File: config.mk
export PLATFORM = sky130hd
export DESIGN_NAME = aes_xts_tweak_sequencer
export DESIGN_NICKNAME = d
export VERILOG_FILES = /design/src/rtl/aes_xts_pkg.sv /design/src/rtl/aes_xts_gf_mul_alpha.sv /design/src/rtl/aes_xts_tweak_sequencer.sv
export SDC_FILE = /design/constraint.sdc
export NUM_CORES = 1
export LEC_CHECK = 0
export ABC_AREA = 0
export CORE_AREA = 2 2 253 255
export CTS_BUF_LIST = sky130_fd_sc_hd__clkbuf_8
export CTS_CLUSTER_SIZE = 10
export DETAILED_ROUTE_END_ITERATION = 10
export DIE_AREA = 0 0 255 257
export SLEW_MARGIN = 40
export SYNTH_ARGS = -nofsm -noshare
export SYNTH_HDL_FRONTEND = slang
export SYNTH_SLANG_ARGS = --single-unit
File: constraint.sdc
create_clock -name inClk -period 2.22 [get_ports inClk]
set_clock_uncertainty 0.1 [all_clocks]
set_input_delay 0.444 -clock inClk [delete_from_list [all_inputs] [get_ports inClk]]
set_output_delay 0.444 -clock inClk [all_outputs]
set_load 0.01 [all_outputs]
File: src/rtl/aes_xts_pkg.sv
// Shared types and helpers for the AES-XTS tweak sequencer: FSM states,
// block width, GF(2^128) feedback constant and the multiply-by-alpha step.
package aes_xts_pkg;

  localparam int         AES_BLOCK_W = 128;
  localparam logic [7:0] XTS_GF_POLY = 8'h87;

  typedef enum logic [1:0] {
    IDLE  = 2'd0,
    READY = 2'd1,
    WAIT  = 2'd2,
    OUT   = 2'd3
  } xts_state_e;

  // Shift left by one; if the top bit falls out, fold it back via the polynomial.
  function automatic logic [AES_BLOCK_W-1:0] xts_mul_alpha(
    input logic [AES_BLOCK_W-1:0] t,
    input logic [7:0]             poly = XTS_GF_POLY
  );
    logic [AES_BLOCK_W-1:0] fb;
    fb = {{(AES_BLOCK_W-8){1'b0}}, poly} & {AES_BLOCK_W{t[AES_BLOCK_W-1]}};
    return {t[AES_BLOCK_W-2:0], 1'b0} ^ fb;
  endfunction

endpackage

File: src/rtl/aes_xts_gf_mul_alpha.sv
// Combinational tweak advance: T * alpha in GF(2^128).
module aes_xts_gf_mul_alpha
  import aes_xts_pkg::*;
#(
  parameter logic [7:0] GF_POLY = XTS_GF_POLY
) (
  input  logic [AES_BLOCK_W-1:0] tweak_i,
  output logic [AES_BLOCK_W-1:0] tweak_o
);

  assign tweak_o = xts_mul_alpha(tweak_i, GF_POLY);

endmodule

File: src/rtl/aes_xts_tweak_sequencer.sv
// XTS wrapper around an AES encrypt core: pre/post-XOR with the tweak, one
// block in flight, tweak advanced by alpha per block. Optional sector block
// counting is enabled with `define AES_XTS_BLOCK_COUNT_EN.
module aes_xts_tweak_sequencer
  import aes_xts_pkg::*;
#(
  parameter int         BLOCK_W = AES_BLOCK_W,
  parameter logic [7:0] GF_POLY = XTS_GF_POLY
`ifdef AES_XTS_BLOCK_COUNT_EN
  , parameter int       MAX_BLOCKS = 256
`endif
) (
  input  logic               inClk,
  input  logic               inRst,
  input  logic               inTweakWr,
  input  logic [BLOCK_W-1:0] inTweak,
  input  logic               inDataValid,
  input  logic [BLOCK_W-1:0] inData,
  output logic               outDataReady,
  output logic               outCoreWr,
  output logic [BLOCK_W-1:0] outCoreData,
  input  logic               inCoreBusy,
  input  logic               inCoreDone,
  input  logic [BLOCK_W-1:0] inCoreData,
  output logic               outResultValid,
  output logic [BLOCK_W-1:0] outResult,
  input  logic               inResultReady,
  output logic               outBusy
`ifdef AES_XTS_BLOCK_COUNT_EN
  , output logic [$clog2(MAX_BLOCKS):0] outBlockCnt
  , output logic                        outSectorFull
`endif
);

  xts_state_e         state_q, state_d;
  logic [BLOCK_W-1:0] tweak_q, tweak_d;
  logic [BLOCK_W-1:0] tweak_alpha;
  logic               pend_q, pend_d;
  logic [BLOCK_W-1:0] pend_tweak_q, pend_tweak_d;
  logic               core_wr_q, core_wr_d;
  logic [BLOCK_W-1:0] core_data_q, core_data_d;
  logic               res_valid_q, res_valid_d;
  logic [BLOCK_W-1:0] res_q, res_d;
  logic               sector_full;
  logic               accept;

`ifdef AES_XTS_BLOCK_COUNT_EN
  localparam int CNT_W = $clog2(MAX_BLOCKS) + 1;
  logic [CNT_W-1:0] cnt_q, cnt_d;

  assign sector_full   = (cnt_q == CNT_W'(MAX_BLOCKS));
  assign outBlockCnt   = cnt_q;
  assign outSectorFull = sector_full;
`else
  assign sector_full = 1'b0;
`endif

  aes_xts_gf_mul_alpha #(
    .GF_POLY (GF_POLY)
  ) u_mul_alpha (
    .tweak_i (tweak_q),
    .tweak_o (tweak_alpha)
  );

  assign outDataReady   = (state_q == READY) & ~inCoreBusy & ~sector_full;
  assign accept         = outDataReady & inDataValid;
  assign outBusy        = (state_q == WAIT) | (state_q == OUT);
  assign outCoreWr      = core_wr_q;
  assign outCoreData    = core_data_q;
  assign outResultValid = res_valid_q;
  assign outResult      = res_q;

  always_comb begin
    state_d      = state_q;
    tweak_d      = tweak_q;
    pend_d       = pend_q;
    pend_tweak_d = pend_tweak_q;
    core_wr_d    = 1'b0;
    core_data_d  = core_data_q;
    res_valid_d  = res_valid_q;
    res_d        = res_q;
`ifdef AES_XTS_BLOCK_COUNT_EN
    cnt_d        = cnt_q;
`endif
    case (state_q)
      IDLE: begin
        if (inTweakWr) begin
          tweak_d = inTweak;
          state_d = READY;
`ifdef AES_XTS_BLOCK_COUNT_EN
          cnt_d   = '0;
`endif
        end
      end
      READY: begin
        if (accept) begin
          core_wr_d   = 1'b1;
          core_data_d = inData ^ tweak_q;
          state_d     = WAIT;
          // A T0 arriving with the block waits until this block's result has left.
          if (inTweakWr) begin
            pend_d       = 1'b1;
            pend_tweak_d = inTweak;
          end
        end else if (inTweakWr) begin
          tweak_d = inTweak;
`ifdef AES_XTS_BLOCK_COUNT_EN
          cnt_d   = '0;
`endif
        end
      end
      WAIT: begin
        if (inCoreDone) begin
          res_d       = inCoreData ^ tweak_q;
          res_valid_d = 1'b1;
          state_d     = OUT;
        end
      end
      OUT: begin
        if (inResultReady) begin
          res_valid_d = 1'b0;
          state_d     = READY;
          if (pend_q) begin
            tweak_d = pend_tweak_q;
            pend_d  = 1'b0;
`ifdef AES_XTS_BLOCK_COUNT_EN
            cnt_d   = '0;
`endif
          end else begin
            tweak_d = tweak_alpha;
`ifdef AES_XTS_BLOCK_COUNT_EN
            cnt_d   = cnt_q + 1'b1;
`endif
          end
        end
      end
      default: state_d = IDLE;
    endcase
  end

  always_ff @(posedge inClk) begin
    if (inRst) begin
      state_q      <= IDLE;
      tweak_q      <= '0;
      pend_q       <= 1'b0;
      pend_tweak_q <= '0;
      core_wr_q    <= 1'b0;
      core_data_q  <= '0;
      res_valid_q  <= 1'b0;
      res_q        <= '0;
`ifdef AES_XTS_BLOCK_COUNT_EN
      cnt_q        <= '0;
`endif
    end else begin
      state_q      <= state_d;
      tweak_q      <= tweak_d;
      pend_q       <= pend_d;
      pend_tweak_q <= pend_tweak_d;
      core_wr_q    <= core_wr_d;
      core_data_q  <= core_data_d;
      res_valid_q  <= res_valid_d;
      res_q        <= res_d;
`ifdef AES_XTS_BLOCK_COUNT_EN
      cnt_q        <= cnt_d;
`endif
    end
  end

endmodule
Yosys cells after proc, flatten, opt, wreduce, memory -nomap -nowiden --
Index checks and enable logic that the tools add are counted.
Storage, ports and cells: latch bits 0, ROM bits 0, memories kept 0, register bits 517, output and inout port bits 260, bits in writable memories 0, logic and storage cells 54
Operators by class: $add $sub $neg 0, reductions and logical operators 12, bitwise gates (word level) 8, multiplexer cells 17, $mul 0, equality and inequality tests 9, shifts and indexed selects 0, order comparisons 0, div/mod/pow operators 0
Operators by type and width (number):
- $mux W128 | 4
- $pmux W128 S3 | 1
- $xor A128 B128 Y128 | 2
- $xor A128 B8 Y128 | 1
- $ne A2 B2 Y1 const B | 6
- $reduce_and A3 Y1 | 3
- $mux W2 | 4
- $pmux W2 S4 | 1
- $reduce_and A4 Y1 | 2
- $mux W1 | 5
- $eq A2 B2 Y1 const B | 2
- $pmux W1 S2 | 2
- $reduce_and A2 Y1 | 2
- $reduce_bool A2 Y1 | 2
- $reduce_bool A3 Y1 | 1
- $and A1 B1 Y1 | 2
- $eq A2 B1 Y1 const B | 1
- $logic_not A2 Y1 | 1
- $not A1 Y1 | 2
- $reduce_or A2 Y1 | 1
- $or A1 B1 Y1 | 1

Longest topological paths before layout --
Gate-level depths: netlist (run 1).
depth after elaboration 5, depth in mapped cells 8, gate-level depth less buffers 5

Hierarchy --
A second synthesis (run 1) with hierarchy kept.
Unflattened totals: cells, all modules 2691, area, all modules 24213.2 sq um
By module, submodules not included:
- aes_xts_tweak_sequencer | times used 1, cells an instance 2563, sequential area each 10349.9 sq um, area each 23248.5 sq um
- aes_xts_gf_mul_alpha | times used 1, cells an instance 128, sequential area each 0.0 sq um, area each 964.7 sq um

Worst setup path before layout (run 1) --
Ideal clock, no wire load.
kind reg2out, start point reg state_q[1], end point out outBusy, setup slack 0.281 ns, cell stages (with the launch flop) 6, arrival 1.395 ns, data required time 1.676 ns, cell sequence dfxtp_1 ha_1 buf_4 clkbuf_1 clkbuf_1 or2_2
On the way: cells in the longest elaborated chain, start to end 2
RTL lines:
- start, declared | RTL line aes_xts_tweak_sequencer.sv:35 | xts_state_e state_q, state_d;
- start signal, assigned | RTL line aes_xts_tweak_sequencer.sv:155 | state_q <= state_d;
- $eq A2 B2 Y1 | RTL line aes_xts_tweak_sequencer.sv:67 | assign outBusy = (state_q == WAIT) | (state_q == OUT);
- $or A1 B1 Y1 (*) | RTL line aes_xts_tweak_sequencer.sv:67
- end, declared | RTL line aes_xts_tweak_sequencer.sv:28 | output logic outBusy
Mark *: on every way between the ends. The rest lies on a longest branch, timed or not.

Worst setup path after layout (run 1) --
start point reg state_q[0], end point out outBusy
Same word-level chain as after synthesis.

==> metrics.yaml, run 1 <==
status: "finished, final reports clean"
slew_viol_final: 0
fin_crit_ns: 2.15
critical_path.startpoint_type: "flop"
antenna_found_initial: 28
post-place-ws_ns: -0.115
ctsLongestPathBuffers: 3
synth-edff-count: 0
nets: 3582
peakVddDrop_mv: 0.532
slew_headroom_pct: 54.6
setup_viol: 0
grt_pass1_wl_um: 121000
synth_cell_types: 37
rsz0062_at_grt: "false"
cts_max_level: 3
post_drt_wl_per_cell_um: 19.2
die_area_um2: 65500
start_util_pct: 37.5
syn_area_um2: 23500
path_clk_slew_ns: 0.06
cp_top_family: "flip-flops"
num_rows: 92
route.met3.wl_um: 5260
p_per_area_nw_per_um2: 970
wl_met2_um: 39300
drc: 0
max_stage_delay_ns: 0.39
leakagePower_nw: 11.5
portBuffers: 650
wl_um: 79200
cts_hold_buffers: 0
insertion_delay_ns: 0.66
synthArstFlopShare_pct: 0
crit_path_end_kind: "primary output"
cts_sinks: 517
fin_crit_sh_pct: 96.9
core_um2: 62700
crit_buf_inv: 2
cts-root-buf: "clkbuf_8"
critPathMaxFanout: 4
numCtsBuffers: 92
cp_slowest_cell: "dfxtp_4"
dp_hpwl_um: 57200
cts_tree: "done"
area_growth_pct: 41.2
critPathKind: "reg2out"
drtPass1Iterations: 7
die_y_um: 257
final_hold_viol_count: 0
avgSynthCellArea_um2: 9.16
grtUsageTotal_pct: 23.5
viasPerCell: 5.02
ys_seq_area_share_pct: 44.0
fmax_mhz: 465
synthFlopType: "dfxtp_1"
overflow: 0
top_layer: "met5"
worst_slack_ns: 0.0686
cap_violations: 0
syn-num-nets: 2965
die_x_um: 255
critPathRequiredTime_ns: 1.68
crit_path_cell_trace: "inv_4, ha_4, or2_4, buf_6"
grt_max_degree: 113
first_iter_violations: 1039
antenna_left: 0
layout_commonest_cell: "clkdlybuf4s50_1"
hold_ws_ns: 0.0985
gp_congestion: 0.826
ys_seq_elements: 517
tightest_slew_ns: 0.680
yosys_warnings: 0
met1_length_um: 32200
grt_pass1_vias: 20401
synth_cells: 2569
ioPinCount: 651
final_cell_mix: "636 x clkdlybuf4s50_1, 514 x dfxtp_1, 385 x nor2_1"
hp-class: "in2reg"
drive_gt1_share_pct: 10.2
cp.arrival_ns: 1.61
via_count: 20665
-- synth_stat cells, types with 4 or more instances --
library cell | number | area [um2]
buf_4 | 33 | 248
a211o_1 | 125 | 1090
and3_1 | 4 | 25.0
buf_2 | 61 | 305
nor2b_1 | 8 | 50.1
clkbuf_1 | 105 | 394
a211oi_1 | 182 | 1370
mux2i_1 | 251 | 2510
a21oi_1 | 130 | 651
ha_1 | 5 | 62.6
nand2_1 | 384 | 1440
nor2_1 | 385 | 1450
a211oi_2 | 80 | 1000
xnor2_1 | 256 | 2240
buf_8 | 5 | 75.1
dfxtp_1 | 517 | 10300
buf_1 | 10 | 37.5
-- cell families (layout without fill, tap and decap cells) --
kind of cell	count (synthesis)	count (layout)	share of synthesized area [%]
other cells	0	18	0
mux	253	253	10.8
flops	517	517	44.0
compound gates	523	523	17.7
fa+ha+maj	5	5	0.266
simple gates	792	792	12.9
buf+inv	220	906	4.70
xor+xnor	259	259	9.64
-- routing by layer --
layer / GRT usage (%) / up-vias
li1: - / 10078
met2: 40.2 / 583
met4: 9.99 / 20
met3: 5.84 / 142
met1: 27.9 / 9842
met5: 0 / -
-- final cells by class --
type,instances,area (um2)
fill,5698,29500
multi-input combinational,1832,12100
sequential,517,10400
timing repair buffer,739,7640
clock buffer,121,1670
tap,846,1060
clock inverter,42,298
antenna,18,45.0
inverter,4,20.0
-- final timing paths --
check / startpoint / end / slack [ns] / cells after the start
setup / recovery: state_q[0]$_SDFFE_PP0P_ / outBusy / 0.07 / 4
hold / removal: inRst / pend_tweak_q[27]$_SDFFE_PP0P_ / 0.1 / 2
setup reg to reg: state_q[0]$_SDFFE_PP0P_ / pend_tweak_q[88]$_SDFFE_PP0P_ / 0.29 / 9
hold reg to reg: pend_tweak_q[9]$_SDFFE_PP0P_ / pend_tweak_q[9]$_SDFFE_PP0P_ / 0.35 / 2
-- through the flow --
step                util (%)  power, W  area, um2  setup TNS, ns  cells
detailed placement      49.7    0.0230      31200          -5.34   3933
floorplan                  -    0.0184      23500              0   2569
finish                  53.0    0.0322      33200              0   4119
CTS                     52.9    0.0326      33200              0   4099
global route            53.0    0.0340      33200              0   4115
global placement        49.7    0.0227      31200          -1.36   3933
-- timing repair --
action                                  CTS  global route
endpoints found under the setup margin   13             1
pin swaps                                 3             0
resized for setup                        34             0
setup buffers                             3             2
-- where the power goes --
part	internal, W	switching (W)
Sequential	0.0109	0.00176
Combinational	0.00546	0.00473
Clock	0.00533	0.00408
Total	0.0216	0.0106
-- flip-flops by register name, indices dropped and copies added (netlist names) --
register / count
outCoreData: 128
outCoreWr: 1
outResult: 128
outResultValid: 1
pend_q: 1
pend_tweak_q: 128
state_q: 2
tweak_q: 128
No activity file was read; power rests on OpenSTA's default activity.
==> run 2, diff against run 1 <==
--- a/config.mk
+++ b/config.mk
@@ -6,6 +6,7 @@
 export NUM_CORES = 1
 export LEC_CHECK = 0
 export ABC_AREA = 0
+export ABC_CLOCK_PERIOD_IN_PS = 2220
 export CORE_AREA = 2 2 253 255
 export CTS_BUF_LIST = sky130_fd_sc_hd__clkbuf_8
 export CTS_CLUSTER_SIZE = 10
==> results of run 2 <==
The final DEF is identical to that of run 1; final timing and power are the same.
==> run 3, diff against run 2 <==
--- a/config.mk
+++ b/config.mk
@@ -6,7 +6,7 @@
 export NUM_CORES = 1
 export LEC_CHECK = 0
 export ABC_AREA = 0
-export ABC_CLOCK_PERIOD_IN_PS = 2220
+export ABC_CLOCK_PERIOD_IN_PS = 2100
 export CORE_AREA = 2 2 253 255
 export CTS_BUF_LIST = sky130_fd_sc_hd__clkbuf_8
 export CTS_CLUSTER_SIZE = 10
==> constraint.sdc (replaced) <==
create_clock -name inClk -period 2.1 [get_ports inClk]
set_clock_uncertainty 0.1 [all_clocks]
set_input_delay 0.42 -clock inClk [delete_from_list [all_inputs] [get_ports inClk]]
set_output_delay 0.42 -clock inClk [all_outputs]
set_load 0.01 [all_outputs]
==> metrics.yaml, run 3 (same netlist as run 1, synthesis figures left out) <==
die_x_um: 255
grtUsageTotal_pct: 23.7
dp_hpwl_um: 58000
cap_violations: 0
worst_slack_ns: -0.0734
numCtsBuffers: 95
nets: 3608
peakVddDrop_mv: 0.511
post_drt_wl_per_cell_um: 19.3
hp-class: "in2reg"
critical_path.startpoint_type: "flop"
tightest_slew_ns: 0.524
ctsLongestPathBuffers: 3
slew_viol_final: 0
r2r_slack_ns: 0.05
slew_headroom_pct: 65.1
grt_max_degree: 97
max_stage_delay_ns: 0.33
start_util_pct: 37.5
grt_pass1_vias: 20639
post-route-util_pct: 52.8
gp_congestion: 0.842
cp.arrival_ns: 1.65
nFillCells: 5768
path_clk_slew_ns: 0.06
layout_commonest_cell: "dfxtp_1"
rsz0062_at_grt: "true"
core_um2: 62700
fin_crit_ns: 2.17
die_y_um: 257
wl_um: 80000
multiInputGateArea_um2: 12100
cts-root-buf: "clkbuf_8"
critPathKind: "reg2out"
p_per_area_nw_per_um2: 1000
area_growth_pct: 40.8
critPathMaxFanout: 4
crit_buf_inv: 2
drive_gt1_share_pct: 10.4
overflow: 0
cp_slowest_cell: "dfxtp_2"
crit_path_end_kind: "primary output"
antenna_left: 0
fin_crit_sh_pct: 103
grt_use_met2_pct: 40.3
crit_path_cell_trace: "buf_6, ha_4, or2_4, buf_6"
cts_sinks: 517
final_hold_viol_count: 0
drc: 0
failed_checks: "setup timing"
antenna_found_initial: 32
critPathRequiredTime_ns: 1.58
via_count: 20774
cp_top_family: "flip-flops"
status: "complete, but fails checks"
fmax_mhz: 460
setup_viol: 1
portBuffers: 650
grt_util_met3_pct: 5.87
grt-busiest-layer: "met2"
hold_ws_ns: 0.222
leakagePower_nw: 12.7
cts_max_level: 3
viasPerCell: 5.00
first_iter_violations: 1105
ioPinCount: 651
grt_pass1_wl_um: 121000
drtPass1Iterations: 5
insertion_delay_ns: 0.67
grtUsageMet1_pct: 28.2
cts_tree: "done"
register_area_um2: 10400
cp_common_cell: "buf_6"
final_cell_mix: "514 x dfxtp_1, 389 x clkdlybuf4s50_1, 385 x nor2_1"
num_rows: 92
die_area_um2: 65500
run 3: cell types whose count changed in the layout (fill, tap and decap cells not counted), sizes merged, moves of 2 or more:
cell,change
clkdlybuf4s50,-247
dlygate4sd2,+247
buf,+22
inv,+18
clkbuf,-6
diode,+5
bufinv,-3
clkinvlp,-2
run 3: path summary, 6_finish.rpt:
| path | start | to | cells past startpoint |
|---|---|---|---|
| worst min-delay path | inTweak[27] | pend_tweak_q[27]$_SDFFE_PP0P_ | 3 |
| worst max-delay path | state_q[1]$_SDFFE_PP0P_ | outBusy | 4 |
| worst max register to register | state_q[0]$_SDFFE_PP0P_ | tweak_q[121]$_SDFFE_PP0P_ | 8 |
| worst min register to register | pend_tweak_q[2]$_SDFFE_PP0P_ | pend_tweak_q[2]$_SDFFE_PP0P_ | 2 |
run 3: tightest hold or removal path, stage by stage:
cell	delay, ns
clkdlybuf4s50_1	0.42
nand2_1	0.06
a21oi_1	0.05
run 3: cell type report:
type                            instances  area share [%]
Antenna cell                           23           0.174
Clock buffer                          115            4.78
Clock inverter                         54           0.838
Inverter                                4          0.0528
Multi-Input combinational cell       1832            36.6
Sequential cell                       517            31.3
Tap cell                              846            3.19
Timing Repair Buffer                  762            23.1
run 3: what timing repair did:
| action | in CTS | in global routing |
|---|---|---|
| pin swaps | 2 | 3 |
| hold endpoints to repair | 16 | 0 |
| buffers inserted | 1 | 2 |
| endpoints found under the setup margin | 260 | 1 |
| hold buffers | 1 | 0 |
| gates resized for setup | 276 | 4 |
run 3: power by group:
group,total [W],internal (W),switching [W]
registers,0.0133,0.0115,0.00181
logic,0.0105,0.00536,0.00509
clock network,0.00947,0.00507,0.00440
total,0.0332,0.0219,0.0113
run 3: routing by layer:
metal / share of wire, % / vias up
met3: 6.4 / 160
li1: - / 10137
met1: 41 / 9869
met5: 0.17 / -
met4: 2.9 / 20
met2: 50 / 588
run 3: per-stage QoR:
step | setup TNS (ns) | std cells | setup WS (ns) | cell area (um2) | total power, W
2_1_floorplan | 0 | 2569 | 0.185 | 23500 | 0.0195
3_3_place_gp | -13.77 | 3957 | -0.160 | 31500 | 0.0242
3_5_place_dp | -19.37 | 3957 | -0.183 | 31500 | 0.0245
4_1_cts | -0.179 | 4128 | -0.179 | 33100 | 0.0336
5_1_grt | -0.234 | 4149 | -0.140 | 33100 | 0.0351
6_report | -0.0734 | 4153 | -0.0734 | 33100 | 0.0332
